**src/rtl/pipe_hazard_ctrl_pkg.sv**
```systemverilog
// Shared types and constants for the pipeline hazard controller.
// Covers FSM states, scoreboard slots, forwarding bit indices and counter width.
package pipe_hazard_ctrl_pkg;

  localparam int unsigned STALL_CNT_W = 16;
  localparam int unsigned FWD_EXMEM   = 0;
  localparam int unsigned FWD_MEMWB   = 1;

  typedef enum logic [1:0] {
    StRun     = 2'd0,
    StLuStall = 2'd1,
    StMcWait  = 2'd2
  } state_e;

  typedef struct packed {
    logic       valid;
    logic [4:0] rs1;
    logic [4:0] rs2;
    logic [4:0] rd;
    logic       reg_write;
    logic       is_load;
  } slot_t;

  localparam slot_t SLOT_NONE = '0;

  function automatic slot_t make_slot(input logic valid, input logic [4:0] rs1,
                                      input logic [4:0] rs2, input logic [4:0] rd,
                                      input logic reg_write, input logic is_load);
    slot_t s;
    s.valid     = valid;
    s.rs1       = rs1;
    s.rs2       = rs2;
    s.rd        = rd;
    s.reg_write = reg_write;
    s.is_load   = is_load;
    return s;
  endfunction

endpackage

```
**src/rtl/fwd_match.sv**
```systemverilog
// Compares one scoreboard slot's destination against one source register.
// x0 is never a forwarding source.
module fwd_match (
  input  logic       i_valid,
  input  logic       i_reg_write,
  input  logic [4:0] i_rd,
  input  logic [4:0] i_rs,
  output logic       o_match
);

  assign o_match = i_valid && i_reg_write && (i_rd != 5'd0) && (i_rd == i_rs);

endmodule

```
**src/rtl/pipe_hazard_ctrl.sv**
```systemverilog
// Hazard controller: tracks EX/MEM/WB slots, resolves forwarding, load-use,
// branch flush and multicycle-op stalls, and counts fetch-stall cycles.
module pipe_hazard_ctrl
  import pipe_hazard_ctrl_pkg::*;
(
  input  logic                   clk,
  input  logic                   reset,
  input  logic                   id_valid,
  input  logic [4:0]             id_rs1,
  input  logic [4:0]             id_rs2,
  input  logic [4:0]             id_rd,
  input  logic                   id_reg_write,
  input  logic                   id_is_load,
  input  logic                   ex_branch_taken,
  input  logic                   ex_mc_start,
  input  logic                   ex_mc_done,
  output logic                   stall_if,
  output logic                   stall_id,
  output logic                   stall_ex,
  output logic                   flush_id,
  output logic                   bubble_ex,
  output logic [1:0]             f_rs1,
  output logic [1:0]             f_rs2,
  output logic [STALL_CNT_W-1:0] stall_cnt,
  output logic [1:0]             state
);

  state_e                 r_state, w_state_next;
  slot_t                  r_ex, r_mem, r_wb;
  slot_t                  w_id_slot;
  logic                   w_load_use;
  logic                   w_mem_rs1, w_mem_rs2, w_wb_rs1, w_wb_rs2;
  logic [STALL_CNT_W-1:0] r_stall_cnt;
  logic                   w_unused_wb;

  assign w_id_slot = make_slot(id_valid, id_rs1, id_rs2, id_rd, id_reg_write, id_is_load);

  fwd_match u_fwd_mem_rs1 (
    .i_valid     (r_mem.valid),
    .i_reg_write (r_mem.reg_write),
    .i_rd        (r_mem.rd),
    .i_rs        (r_ex.rs1),
    .o_match     (w_mem_rs1)
  );

  fwd_match u_fwd_mem_rs2 (
    .i_valid     (r_mem.valid),
    .i_reg_write (r_mem.reg_write),
    .i_rd        (r_mem.rd),
    .i_rs        (r_ex.rs2),
    .o_match     (w_mem_rs2)
  );

  fwd_match u_fwd_wb_rs1 (
    .i_valid     (r_wb.valid),
    .i_reg_write (r_wb.reg_write),
    .i_rd        (r_wb.rd),
    .i_rs        (r_ex.rs1),
    .o_match     (w_wb_rs1)
  );

  fwd_match u_fwd_wb_rs2 (
    .i_valid     (r_wb.valid),
    .i_reg_write (r_wb.reg_write),
    .i_rd        (r_wb.rd),
    .i_rs        (r_ex.rs2),
    .o_match     (w_wb_rs2)
  );

  // EX/MEM wins over MEM/WB, so the two bits are mutually exclusive.
  always_comb begin
    f_rs1            = 2'b00;
    f_rs2            = 2'b00;
    f_rs1[FWD_EXMEM] = w_mem_rs1;
    f_rs1[FWD_MEMWB] = w_wb_rs1 && !w_mem_rs1;
    f_rs2[FWD_EXMEM] = w_mem_rs2;
    f_rs2[FWD_MEMWB] = w_wb_rs2 && !w_mem_rs2;
  end

  assign w_load_use = r_ex.valid && r_ex.is_load && (r_ex.rd != 5'd0) && id_valid &&
                      ((r_ex.rd == id_rs1) || (r_ex.rd == id_rs2));

  always_comb begin
    w_state_next = r_state;
    stall_if     = 1'b0;
    stall_id     = 1'b0;
    stall_ex     = 1'b0;
    flush_id     = 1'b0;
    bubble_ex    = 1'b0;
    unique case (r_state)
      StRun: begin
        if (ex_branch_taken) begin
          flush_id  = 1'b1;
          bubble_ex = 1'b1;
        end else if (ex_mc_start) begin
          w_state_next = StMcWait;
        end else if (w_load_use) begin
          stall_if     = 1'b1;
          stall_id     = 1'b1;
          bubble_ex    = 1'b1;
          w_state_next = StLuStall;
        end
      end
      StLuStall: begin
        w_state_next = StRun;
      end
      StMcWait: begin
        if (ex_mc_done) begin
          w_state_next = StRun;
        end else begin
          stall_if = 1'b1;
          stall_id = 1'b1;
          stall_ex = 1'b1;
        end
      end
      default: begin
        w_state_next = StRun;
      end
    endcase
  end

  always_ff @(posedge clk) begin
    if (reset) begin
      r_state     <= StRun;
      r_ex        <= SLOT_NONE;
      r_mem       <= SLOT_NONE;
      r_wb        <= SLOT_NONE;
      r_stall_cnt <= '0;
    end else begin
      r_state <= w_state_next;
      if (stall_ex) begin
        r_wb <= SLOT_NONE;
      end else begin
        r_wb  <= r_mem;
        r_mem <= r_ex;
        r_ex  <= (bubble_ex || !id_valid) ? SLOT_NONE : w_id_slot;
      end
      if (stall_if && (r_stall_cnt != '1)) begin
        r_stall_cnt <= r_stall_cnt + STALL_CNT_W'(1);
      end
    end
  end

  // WB only feeds forwarding; its source fields are carried but never read.
  assign w_unused_wb = ^{r_wb.rs1, r_wb.rs2, r_wb.is_load};

  assign stall_cnt = r_stall_cnt;
  assign state     = r_state;

endmodule

```
**config.mk**
```make
export PLATFORM = sky130hd
export DESIGN_NAME = pipe_hazard_ctrl
export DESIGN_NICKNAME = d
export VERILOG_FILES = /design/src/rtl/pipe_hazard_ctrl_pkg.sv /design/src/rtl/fwd_match.sv /design/src/rtl/pipe_hazard_ctrl.sv
export SDC_FILE = /design/constraint.sdc
export NUM_CORES = 1
export LEC_CHECK = 0
export ABC_CLOCK_PERIOD_IN_PS = 3100
export CORE_MARGIN = 2
export CORE_UTILIZATION = 40
export CTS_CLUSTER_DIAMETER = 40
export CTS_CLUSTER_SIZE = 30
export DETAILED_ROUTE_END_ITERATION = 16
export PLACE_DENSITY = 0.72
export SYNTH_ARGS = -nofsm -noshare
export SYNTH_HDL_FRONTEND = slang
export SYNTH_HIERARCHICAL = 1
export SYNTH_SLANG_ARGS = --single-unit
```
**constraint.sdc**
```tcl
create_clock -name clk -period 3.1 [get_ports clk]
set_input_delay 0.93 -clock clk [delete_from_list [all_inputs] [get_ports clk]]
set_output_delay 0.93 -clock clk [all_outputs]
set_load 0.01 [all_outputs]
```
==> run_results.csv, run 1 <==
group,metric,value,unit
status,status,"finished, final reports clean",
power,p_sw,0.000313,W
yosys,ys.warnings.count,6,
power,power.density,402,nW/µm²
power,swShare,0.244,
global_route,antenna_found_initial,0,
worst_setup_path,critical-path-max-stage-delay,0.26,ns
power,intPower,0.000970,W
layout,final_layout_size_suffix_gt1_frac,0.144,
worst_setup_path,r2r.worst_path.cells,7,
route,dr.pass1.iters,4,
yosys,synthTopCellsByCount,"dfxtp_1, xnor2_1, nand2_1, a21oi_1, a22o_1",
clock_tree,cts_setup_buffers,0,
layout,num-nets-final,350,
timing,tightest_slew,0.633,ns
die,coreArea,5990,µm²
route,drc,0,
die,io_pins,50,
yosys,synth_top_family_by_area,"simple AND/OR/NAND/NOR gates",
yosys,synth_fp_nets,294,
yosys,synthSimpleGateAreaFrac,0.236,
worst_setup_path,arrival,2.07,ns
clock_tree,cts_made_buffers,5,
die,fp.dieW,83.0,µm
worst_setup_path,start_kind,"input port",
placement,numPortBuffers,49,
power,pwr-share-clk,0.378,
timing,finalHoldViolations,0,
clock_tree,cts_tree,"built",
worst_setup_path,crit_path_max_fanout,4,
worst_setup_path,rr_startpoint,"r_ex[2]",
yosys,synth-edff-count,0,
global_route,grt_pass1_vias,2163,
worst_setup_path,path_buf_inv,4,
route,wl_per_cell,14.5,µm
worst_setup_path,critPathCaptureType,"primary output",
yosys,synthAdderAreaFrac,0.00501,
power,leakage,1.12,nW
power,p_total,0.00128,W
clock_tree,cts_resized,28,
global_route,grt_max_degree,33,
timing,rsz0062_at_grt,"no",
yosys,synthMuxAreaShare,0.0240,
clock_tree,clk_latency,0.31,ns
die,initial_core_util,0.417,
route,postRouteAntennaNets,0,
timing,slew-limit-headroom,0.578,
die,die-area,6890,µm²
clock_tree,cts-root-buf,"clkbuf_8",
global_route,grt_use_total,0.173,
worst_setup_path,crit_slowest_cell,"dlygate4sd2_1",
yosys,postSynth.asyncResetShare,0,
timing,post-route-period-util,0.967,
power,pwr-share-seq,0.523,
yosys,synth_cell_types,44,
timing,fin_crit,3.00,ns
layout,area_delta_synth_final,27.7,%
min_path,hold_path_end,"r_mem[1]",
placement,place.gp.congestion,0.827,
clock_tree,cts_buffer_depth,2,
clock_tree,htreeDepth,2,
yosys,ys_seq_area_frac,0.401,
die,rows,28,
clock_tree,holdBufCountCts,0,
yosys,post-synth-top-area-cell,"dfxtp_1",
route,highest_layer,"met4",
power,pwr-share-comb,0.099,
yosys,synth_most_common_cell,"dfxtp_1",
timing,clock.fmax,334,MHz
timing,slew_viol_final,0,
worst_setup_path,r2r-end,"r_ex[0]",
placement,dpl.hpwl,4.23,mm
worst_setup_path,crit_family,"buffers and inverters",
worst_setup_path,crit_path_cell_trace,"dlygate4sd2_1 > xnor2_1 > nand3_1 > o22ai_2 > buf_6 > a21oi_2 > inv_1 > clkdlybuf4s15_2",
layout,final_util,0.532,
yosys,netlist_area,2500,µm²
timing,finalSetupViolCount,0,
min_path,hp-start,"r_ex[1]",
yosys,synth_top_area_share,0.401,
worst_setup_path,worstSetupPathDepth,8,
timing,worst_clock_skew,0.00927,ns
power,vdd_ir_drop_max,0.000213,V
yosys,synthXorXnorAreaFrac,0.0912,
yosys,ys.flop_type,"dfxtp_1",
yosys,syn_avg_cell_area,9.25,µm²
min_path,hold_class,"reg -> reg",
yosys,syn_inst,270,
layout,n_antenna_cell,0,
route,met2WireLength,2.72,mm
min_path,holdPathStages,2,
die,die_h,83.0,µm
route,met1_length,2.68,mm
global_route,globalRouteOverflowTotal,0,
yosys,synth_top_cells_by_area,"dfxtp_1, xnor2_1, a22o_1",
yosys,synth_compound_gate_area_share,0.182,
worst_setup_path,critical_path_class,"in -> out",
route,wl_met3,287,µm
route,drt_iter0_markers,113,
global_route,grt_pass1_wl,9.89,mm
route,drt_wl_total,5.84,mm
route,vias,2191,
worst_setup_path,r2r_slack,0.75,ns
clock_tree,clkTransAtPathRegs,0.10,ns
worst_setup_path,cp.required,2.17,ns
job,drv_cap,0,
clock_tree,cts_sinks,50,
route,viasPerCell,5.45,
yosys,ys_ff_latch,50,
[worst min-delay path: stages, from the launching register on]
cell	delay [ns]
dfxtp_1	0.32
nand2_1	0.05
a21oi_1	0.05
[metrics by stage]
stage / hold slack [ns] / instance area [µm²] / instances / TNS [ns] / setup slack (ns)
floorplan: 0.435 / 2500 / 270 / 0 / 0.136
global placement: 0.454 / 3090 / 394 / -1.64 / -0.497
detailed placement: 0.449 / 3090 / 394 / -1.69 / -0.497
CTS: 0.467 / 3190 / 402 / 0 / 0.0875
global route: 0.505 / 3190 / 402 / 0 / 0.00457
finish: 0.467 / 3190 / 402 / 0 / 0.103
[power by group through the flow]
stage / clock, W / sequential [W] / combinational (W)
2_1_floorplan: 0 / 0.000683 / 0.0000727
3_3_place_gp: 0 / 0.000686 / 0.000132
6_report: 0.000485 / 0.000671 / 0.000127
4_1_cts: 0.000498 / 0.000671 / 0.000128
5_1_grt: 0.000525 / 0.000673 / 0.000139
3_5_place_dp: 0 / 0.000686 / 0.000134
[registers in the layout (all words and copies together) (netlist names)]
| signal | cells |
|---|---|
| r_ex | 18 |
| r_mem | 7 |
| r_wb | 7 |
| stall_cnt | 16 |
| state | 2 |
[worst max path at each step]
stage	from	to	slack, ns
4_1_cts	id_rs2[4]	bubble_ex	0.09
6_report	id_rs2[4]	bubble_ex	0.10
3_3_place_gp	id_rs1[0]	stall_if	-0.50
3_5_place_dp	id_rs1[0]	stall_if	-0.50
5_1_grt	id_rs1[2]	bubble_ex	0.005
2_1_floorplan	id_rs1[4]	stall_if	0.14
[routing by layer]
metal	global-route usage	vias to the layer above
li1	-	1091
met3	0.0487	12
met1	0.218	1031
met2	0.280	57
met5	0	-
met4	0.0656	0
[logic make-up (layout without fill, tap and decap cells)]
kind of cell               Yosys count  after routing
muxes                                4              4
and+or+nand+nor                     99             99
DFF                                 50             50
buffers and inverters               27             84
xor gates and xnor gates            26             26
AOI/OAI and AO/OA                   63             63
adders and majority gates            1              1
[layout make-up]
cell class	count	area, µm²
clock buffers	5	68.8
multi-input cells	193	1350
flip-flops and latches	50	1000
inverters	11	41.3
repair buffers	65	588
fillers	584	2800
clock inverters	3	47.5
well taps	75	93.8
[layout by cell type (no fill, tap or decap), types with 6 or more instances in the layout]
| cell | netlist | final |
|---|---|---|
| or4_1 | 10 | 10 |
| clkdlybuf4s50_1 | 0 | 32 |
| o21ai_0 | 6 | 6 |
| and2_1 | 9 | 8 |
| dfxtp_1 | 50 | 50 |
| dlygate4sd2_1 | 0 | 14 |
| xnor2_1 | 26 | 26 |
| buf_4 | 4 | 15 |
| a22o_1 | 17 | 17 |
| nand2_1 | 25 | 25 |
| o31ai_1 | 8 | 8 |
| nor2_1 | 10 | 10 |
| nor2b_1 | 6 | 6 |
| a21oi_1 | 20 | 20 |
| inv_1 | 11 | 10 |
| nand3_1 | 12 | 12 |
Power figures use the tool's default switching activity.
==> inputs of run 2 (changes only) <==
--- a/config.mk
+++ b/config.mk
@@ -11,7 +11,9 @@
 export CTS_CLUSTER_DIAMETER = 40
 export CTS_CLUSTER_SIZE = 30
 export DETAILED_ROUTE_END_ITERATION = 16
+export HOLD_SLACK_MARGIN = 0.1
 export PLACE_DENSITY = 0.72
+export SLEW_MARGIN = 15
 export SYNTH_ARGS = -nofsm -noshare
 export SYNTH_HDL_FRONTEND = slang
 export SYNTH_HIERARCHICAL = 1
==> results of run 2 <==
The final DEF is identical to that of run 1; final timing and power are the same.
==> inputs of run 3 (changes only) <==
--- a/config.mk
+++ b/config.mk
@@ -6,6 +6,7 @@
 export NUM_CORES = 1
 export LEC_CHECK = 0
 export ABC_CLOCK_PERIOD_IN_PS = 3100
+export CAP_MARGIN = 10
 export CORE_MARGIN = 2
 export CORE_UTILIZATION = 40
 export CTS_CLUSTER_DIAMETER = 40
==> results of run 3 <==
The final DEF is identical to that of run 1; final timing and power are the same.
